### src/rtl/sram_port_arbiter.sv
// sram_port_arbiter
// Shares one spi_sram_encoder between two masters: port 0 (Hack CPU data
// port) and port 1 (screen fetcher / loader). A winner is picked in IDLE, its
// address / write-enable / write data are latched onto the encoder bus, the
// encoder request/busy handshake is run, and the winner gets a one-cycle ack
// together with registered read data.
//
// A watchdog bounds how long ISSUE waits for the encoder to raise busy. If it
// expires, the transaction completes with read data 0 and the sticky
// timeout_err flag is raised until reset.
//
// Optional build macro:
//   SRAM_ARB_ROUND_ROBIN_EN  - defined:   ties go to the port that did not
//                                         win the previous grant.
//                              undefined: fixed priority, port 0 wins ties.
module sram_port_arbiter #(
  parameter int WORD_WIDTH    = 16,
  parameter int ADDRESS_WIDTH = 16,
  parameter int TIMEOUT_WIDTH = 8
) (
  input  logic                     clk,
  input  logic                     reset,

  input  logic                     p0_req,
  input  logic [ADDRESS_WIDTH-1:0] p0_addr,
  input  logic                     p0_we,
  input  logic [WORD_WIDTH-1:0]    p0_wdata,
  output logic                     p0_ack,
  output logic [WORD_WIDTH-1:0]    p0_rdata,

  input  logic                     p1_req,
  input  logic [ADDRESS_WIDTH-1:0] p1_addr,
  input  logic                     p1_we,
  input  logic [WORD_WIDTH-1:0]    p1_wdata,
  output logic                     p1_ack,
  output logic [WORD_WIDTH-1:0]    p1_rdata,

  output logic                     mem_request,
  output logic [ADDRESS_WIDTH-1:0] mem_address,
  output logic                     mem_write_enable,
  output logic [WORD_WIDTH-1:0]    mem_wdata,
  input  logic [WORD_WIDTH-1:0]    mem_rdata,
  input  logic                     mem_busy,
  input  logic                     mem_initialized,

  output logic                     grant,
  output logic                     active,
  output logic                     timeout_err
);

  localparam int NUM_PORTS = 2;

  localparam logic [1:0] IDLE  = 2'd0;
  localparam logic [1:0] ISSUE = 2'd1;
  localparam logic [1:0] WAIT  = 2'd2;
  localparam logic [1:0] DONE  = 2'd3;

  localparam logic [TIMEOUT_WIDTH-1:0] WD_ONE = {{(TIMEOUT_WIDTH-1){1'b0}}, 1'b1};

  // ---------------------------------------------------------------------
  // Per-port views so the datapath can be indexed by port number
  // ---------------------------------------------------------------------
  logic [NUM_PORTS-1:0]     port_req;
  logic [NUM_PORTS-1:0]     port_we;
  logic [ADDRESS_WIDTH-1:0] port_addr  [NUM_PORTS];
  logic [WORD_WIDTH-1:0]    port_wdata [NUM_PORTS];

  assign port_req      = {p1_req, p0_req};
  assign port_we       = {p1_we, p0_we};
  assign port_addr[0]  = p0_addr;
  assign port_addr[1]  = p1_addr;
  assign port_wdata[0] = p0_wdata;
  assign port_wdata[1] = p1_wdata;

  // ---------------------------------------------------------------------
  // State and datapath registers
  // ---------------------------------------------------------------------
  logic [1:0]               state_reg,   state_next;
  logic                     grant_reg,   grant_next;
  logic [ADDRESS_WIDTH-1:0] addr_reg,    addr_next;
  logic                     we_reg,      we_next;
  logic [WORD_WIDTH-1:0]    wdata_reg,   wdata_next;
  logic [TIMEOUT_WIDTH-1:0] wd_reg,      wd_next;
  logic                     timeout_reg, timeout_next;
  logic [WORD_WIDTH-1:0]    rdata_reg [NUM_PORTS];

  // Read-data register load controls, shared by the normal and timeout paths
  logic [NUM_PORTS-1:0]     rd_load;
  logic [WORD_WIDTH-1:0]    rd_value;

  logic                     can_grant;
  logic                     grant_fire;
  logic                     win_port;
  logic [TIMEOUT_WIDTH-1:0] wd_inc;

  // A grant needs a ready encoder (initialised and idle) and a requester
  assign can_grant  = mem_initialized & ~mem_busy & (|port_req);
  assign grant_fire = (state_reg == IDLE) & can_grant;
  assign wd_inc     = wd_reg + WD_ONE;

  // ---------------------------------------------------------------------
  // Arbitration
  // ---------------------------------------------------------------------
`ifdef SRAM_ARB_ROUND_ROBIN_EN
  // Last winner; starts at port 1 so the very first tie goes to port 0
  logic last_grant_reg;

  // Remember each winner so the next tie favours the other port
  always_ff @(posedge clk) begin
    if (reset) begin
      last_grant_reg <= 1'b1;
    end else if (grant_fire) begin
      last_grant_reg <= win_port;
    end
  end

  // Tie: the port that lost last time; lone requester: that requester
  always_comb begin
    if (&port_req) begin
      win_port = ~last_grant_reg;
    end else begin
      win_port = ~port_req[0];
    end
  end
`else
  // Fixed priority: port 0 whenever it asks, otherwise port 1
  assign win_port = ~port_req[0];
`endif

  // ---------------------------------------------------------------------
  // Transaction sequencing: next-state and datapath updates
  // ---------------------------------------------------------------------
  // Walk IDLE -> ISSUE -> WAIT -> DONE, latching the winner and its result
  always_comb begin
    state_next   = state_reg;
    grant_next   = grant_reg;
    addr_next    = addr_reg;
    we_next      = we_reg;
    wdata_next   = wdata_reg;
    wd_next      = wd_reg;
    timeout_next = timeout_reg;
    rd_load      = '0;
    rd_value     = mem_rdata;

    case (state_reg)
      IDLE: begin
        // Arbitration happens only here; mid-transaction requests wait
        if (can_grant) begin
          grant_next = win_port;
          addr_next  = port_addr[win_port];
          we_next    = port_we[win_port];
          wdata_next = port_wdata[win_port];
          wd_next    = '0;
          state_next = ISSUE;
        end
      end

      ISSUE: begin
        if (mem_busy) begin
          state_next = WAIT;
        end else begin
          wd_next = wd_inc;
          // Encoder never started: give up, report it, return zero data
          if (&wd_inc) begin
            timeout_next      = 1'b1;
            rd_load[grant_reg] = 1'b1;
            rd_value          = '0;
            state_next        = DONE;
          end
        end
      end

      WAIT: begin
        // Falling busy means the encoder finished; its data is valid now.
        // Writes capture too, so rdata always reflects the last completion.
        if (!mem_busy) begin
          rd_load[grant_reg] = 1'b1;
          rd_value           = mem_rdata;
          state_next         = DONE;
        end
      end

      DONE: begin
        state_next = IDLE;
      end

      default: begin
        state_next = IDLE;
      end
    endcase
  end

  // Register the sequencer state, latched request and sticky error flag
  always_ff @(posedge clk) begin
    if (reset) begin
      state_reg   <= IDLE;
      grant_reg   <= 1'b0;
      addr_reg    <= '0;
      we_reg      <= 1'b0;
      wdata_reg   <= '0;
      wd_reg      <= '0;
      timeout_reg <= 1'b0;
    end else begin
      state_reg   <= state_next;
      grant_reg   <= grant_next;
      addr_reg    <= addr_next;
      we_reg      <= we_next;
      wdata_reg   <= wdata_next;
      wd_reg      <= wd_next;
      timeout_reg <= timeout_next;
    end
  end

  // ---------------------------------------------------------------------
  // Per-port read data registers and acknowledge decode
  // ---------------------------------------------------------------------
  logic [NUM_PORTS-1:0] ack_vec;

  generate
    for (genvar gi = 0; gi < NUM_PORTS; gi++) begin : g_port
      // Only the granted port's register is ever loaded; the other holds
      always_ff @(posedge clk) begin
        if (reset) begin
          rdata_reg[gi] <= '0;
        end else if (rd_load[gi]) begin
          rdata_reg[gi] <= rd_value;
        end
      end

      assign ack_vec[gi] = (state_reg == DONE) && (grant_reg == 1'(gi));
    end
  endgenerate

  // ---------------------------------------------------------------------
  // Outputs
  // ---------------------------------------------------------------------
  assign p0_ack   = ack_vec[0];
  assign p1_ack   = ack_vec[1];
  assign p0_rdata = rdata_reg[0];
  assign p1_rdata = rdata_reg[1];

  // Request is held through ISSUE and WAIT, dropped as the result is taken
  assign mem_request      = (state_reg == ISSUE) || (state_reg == WAIT);
  assign mem_address      = addr_reg;
  assign mem_write_enable = we_reg;
  assign mem_wdata        = wdata_reg;

  assign grant       = grant_reg;
  assign active      = (state_reg != IDLE);
  assign timeout_err = timeout_reg;

endmodule

### config.mk
export PLATFORM = sky130hd
export DESIGN_NAME = sram_port_arbiter
export DESIGN_NICKNAME = d
export VERILOG_FILES = /design/src/rtl/sram_port_arbiter.sv
export SDC_FILE = /design/constraint.sdc
export NUM_CORES = 1
export LEC_CHECK = 0
export CAP_MARGIN = 20
export CORE_ASPECT_RATIO = 1.1
export CORE_MARGIN = 4
export CORE_UTILIZATION = 41
export CTS_CLUSTER_SIZE = 14
export DETAILED_ROUTE_END_ITERATION = 10
export GPL_TIMING_DRIVEN = 0
export PLACE_DENSITY = 0.8
export SLEW_MARGIN = 20
export SYNTH_ARGS = -nofsm -noshare
export SYNTH_HDL_FRONTEND = slang
export SYNTH_SLANG_ARGS = --single-unit
### constraint.sdc
create_clock -name clk -period 3.2 [get_ports clk]
set_input_delay 0.96 -clock clk [delete_from_list [all_inputs] [get_ports clk]]
set_output_delay 0.96 -clock clk [all_outputs]
set_load 0.02 [all_outputs]
==> results.md <==
- Count of final max-slew check failures: 0
- RSZ-0062 raised after global routing: true
- Vias in the first global route: approximately 3000
- Worst r2r src: wd_reg[0]
- Worst R2R End: rdata_reg[0][3]
- Status: complete, no violations
- WL per Instance: 15.8 µm
- Ys Warns: 0
- TritonCTS clock tree: yes
- Clk sinks: 77
- Max rail drop VDD: between 0.0002 and 0.0003 V
- Main flop type after synthesis: dfxtp_1
- Slew HR: about 43%
- Largest register FFs: 32
- R2r setup slk: 0.17 ns
- Core Area: 8000 µm²
- Root Driver: clkbuf_8
- Req. time, crit path: 3.17 ns
- Syn nets: 407
- Share of the synthesized area in the top cell type: 28.3%
- Die height: approximately 100 µm
- DRT Pass-1 Iters: 5
- Initial Util: 42.4%
- GP Congestion: 0.866
- Commonest cells post-synth: 45 x dfxtp_1, 44 x nor2_1, 37 x a211oi_1
- Layout cell share with drive strength beyond 1: 5.56%
- Routed Antenna Nets: 0
- Hold-critical path depth: 2
- IO Port Bufs: 157
- Synth top area cells: edfxtp_1 28%, dfxtp_1 27%, mux2i_1 10%
- Critical path type: in -> reg
- Largest net degree at the start of global routing: 17
- Part of the cycle the worst path needs: 95.4%
- GRT overflow: 0
- R2R cell count: 6
- Crit path max fanout: 16
- Synth async-reset ratio: 0%
- Ant. Diodes: 0
- FP Rows: 34
- Worst-path clk slew: 0.07 ns
- Top-count cell post-synth: dfxtp_1
- DR vias: 3023
- Design area: between 5000 and 6000 µm²
- CTS Buffer Depth: 2
- Hold_buf cts: 0
- Seq cells post-synth: 77
- Multi-input gate area: 1440 µm²
- Gr usage total: 19.3%
- Hold/Removal Path Class: reg -> reg
- Cts bufs inserted: 9
- Post-CTS Setup Bufs: 0
- Detailed Route WL: 9.37 mm
- Later-pin clock latency in the skew report: 0.34 ns
- Least-Margin Pin Slew: 0.854 ns
- Filler cells: 652
- Global-route wire length before repair: 14.5 mm
- Die area: about 10000 µm²
- Nets: 575
- Layout area overhead: 57.9%
- Vias per inst: 5.09
- Mapped cell area: 3390 µm²
- Hold Path Origin: timeout_err
- Htree depth: 3
- Initial antenna violation count: 0
- CP startpoint: mem_busy
- Max cap viols: 0
- EDFF count, synth: 32
- Minimum clock period: 3.05 ns
- Post-Synthesis Cells: around 310
- Area leader, netlist: edfxtp_1
- Final Hold Fails: 0
- Layout Skew: ~0.0065 ns
- Tot Pwr: 3.01 mW
- IO Pins: 159
- FF+latch area: roughly 1900 µm²
- Worst setup SP type: primary input
- Hold Path End: timeout_err
- Post-DP HPWL: approximately 7.5 mm
- Leakage: around 2.1 nW
- Sequential area share after synthesis: 54.9%
- CP endpoint kind: flip-flop
- Avg Cell Area, Syn: approximately 11 µm²
- Power Density: 562 nW/µm²
- DP Area: around 5100 µm²
- WP data arrival: 3.02 ns
- Fmax: around 330 MHz
- DRC viols: 0
- Die W: ~95 µm
- Synth unique cells: 36
- Iter 0 DRT Violations: 129
- Setup violators final: 0
==> layout make-up <==
cell class,count,area share (%)
Timing Repair Buffer,157,29.3
Sequential cell,77,34.8
Tap cell,108,2.52
Inverter,5,0.350
Clock buffer,9,2.31
Multi-Input combinational cell,210,26.8
Clock inverter,7,2.27
Buffer,21,1.66
==> through the flow <==
step                      hold WS, ns  util, %  worst slack, ns  setup TNS, ns  std cells
after floorplan                 0.440        -            0.312              0        313
after global placement          0.453     63.8           -0.539         -20.19        578
after detailed placement        0.456     63.9           -0.186          -8.73        578
after CTS                       0.474     66.9            0.156              0        594
after global routing            0.487     67.0           -0.107          -2.67        594
final                           0.472     67.0            0.148              0        594
==> metal layers <==
layer  vias to the layer above  track usage, %  part of all wire (%)
met4                         0            9.77                   2.2
met1                      1362            21.2                    37
li1                       1481               -                     -
met3                        17            7.67                    13
met5                         -               0                     0
met2                       163            32.5                    48
==> critical path: stages <==
cell	delay, ns
clkdlybuf4s50_1	0.53
nand2b_1	0.30
a2111oi_4	0.37
a21oi_1	0.14
o21bai_2	0.71
==> cells in the final DEF (no fill, tap or decap), types with 2 or more instances in the layout <==
cell / instances
and3_1: 32
clkdlybuf4s50_1: 157
inv_6: 2
nand2b_1: 4
bufinv_16: 3
clkbuf_1: 16
buf_1: 2
dfxtp_1: 45
mux2i_1: 34
nand2_1: 6
ha_1: 6
or3_1: 3
and2_1: 4
nand3_1: 4
nor2_2: 2
nor2_1: 44
inv_1: 5
o21bai_2: 2
a211oi_1: 37
o21ai_0: 5
edfxtp_1: 32
clkbuf_8: 9
buf_2: 2
a21oi_1: 12
==> where the power goes <==
part | internal (mW) | switching (mW)
clock network | 0.523 | 0.359
logic | 0.430 | 0.520
registers | 1.12 | 0.0582
total | 2.07 | 0.937
==> cell families (layout without fill, tap and decap cells) <==
group | after synthesis | after routing | share of synthesized area (%)
xor gates and xnor gates | 2 | 2 | 0.516
adders and majority gates | 6 | 6 | 2.21
and+or+nand+nor | 104 | 104 | 15.5
DFF | 77 | 77 | 54.9
AOI/OAI and AO/OA | 64 | 64 | 13.7
muxes | 34 | 34 | 10.0
buffers and inverters | 26 | 199 | 3.17
==> worst max path at each step <==
stage	endpoint	slack, ns	cells after the start
6_report	rdata_reg[0][3]	0.15	5
2_1_floorplan	rdata_reg[1][0]	0.31	6
3_3_place_gp	rdata_reg[1][13]	-0.54	5
3_5_place_dp	rdata_reg[0][8]	-0.19	5
4_1_cts	rdata_reg[1][15]	0.16	5
5_1_grt	rdata_reg[0][5]	-0.11	6
==> timing repair <==
| item | CTS | global route |
|---|---|---|
| resized for setup | 0 | 1 |
| endpoints found under the hold margin | 0 | 0 |
| setup endpoints to repair | 0 | 34 |
Power figures use the tool's default switching activity.
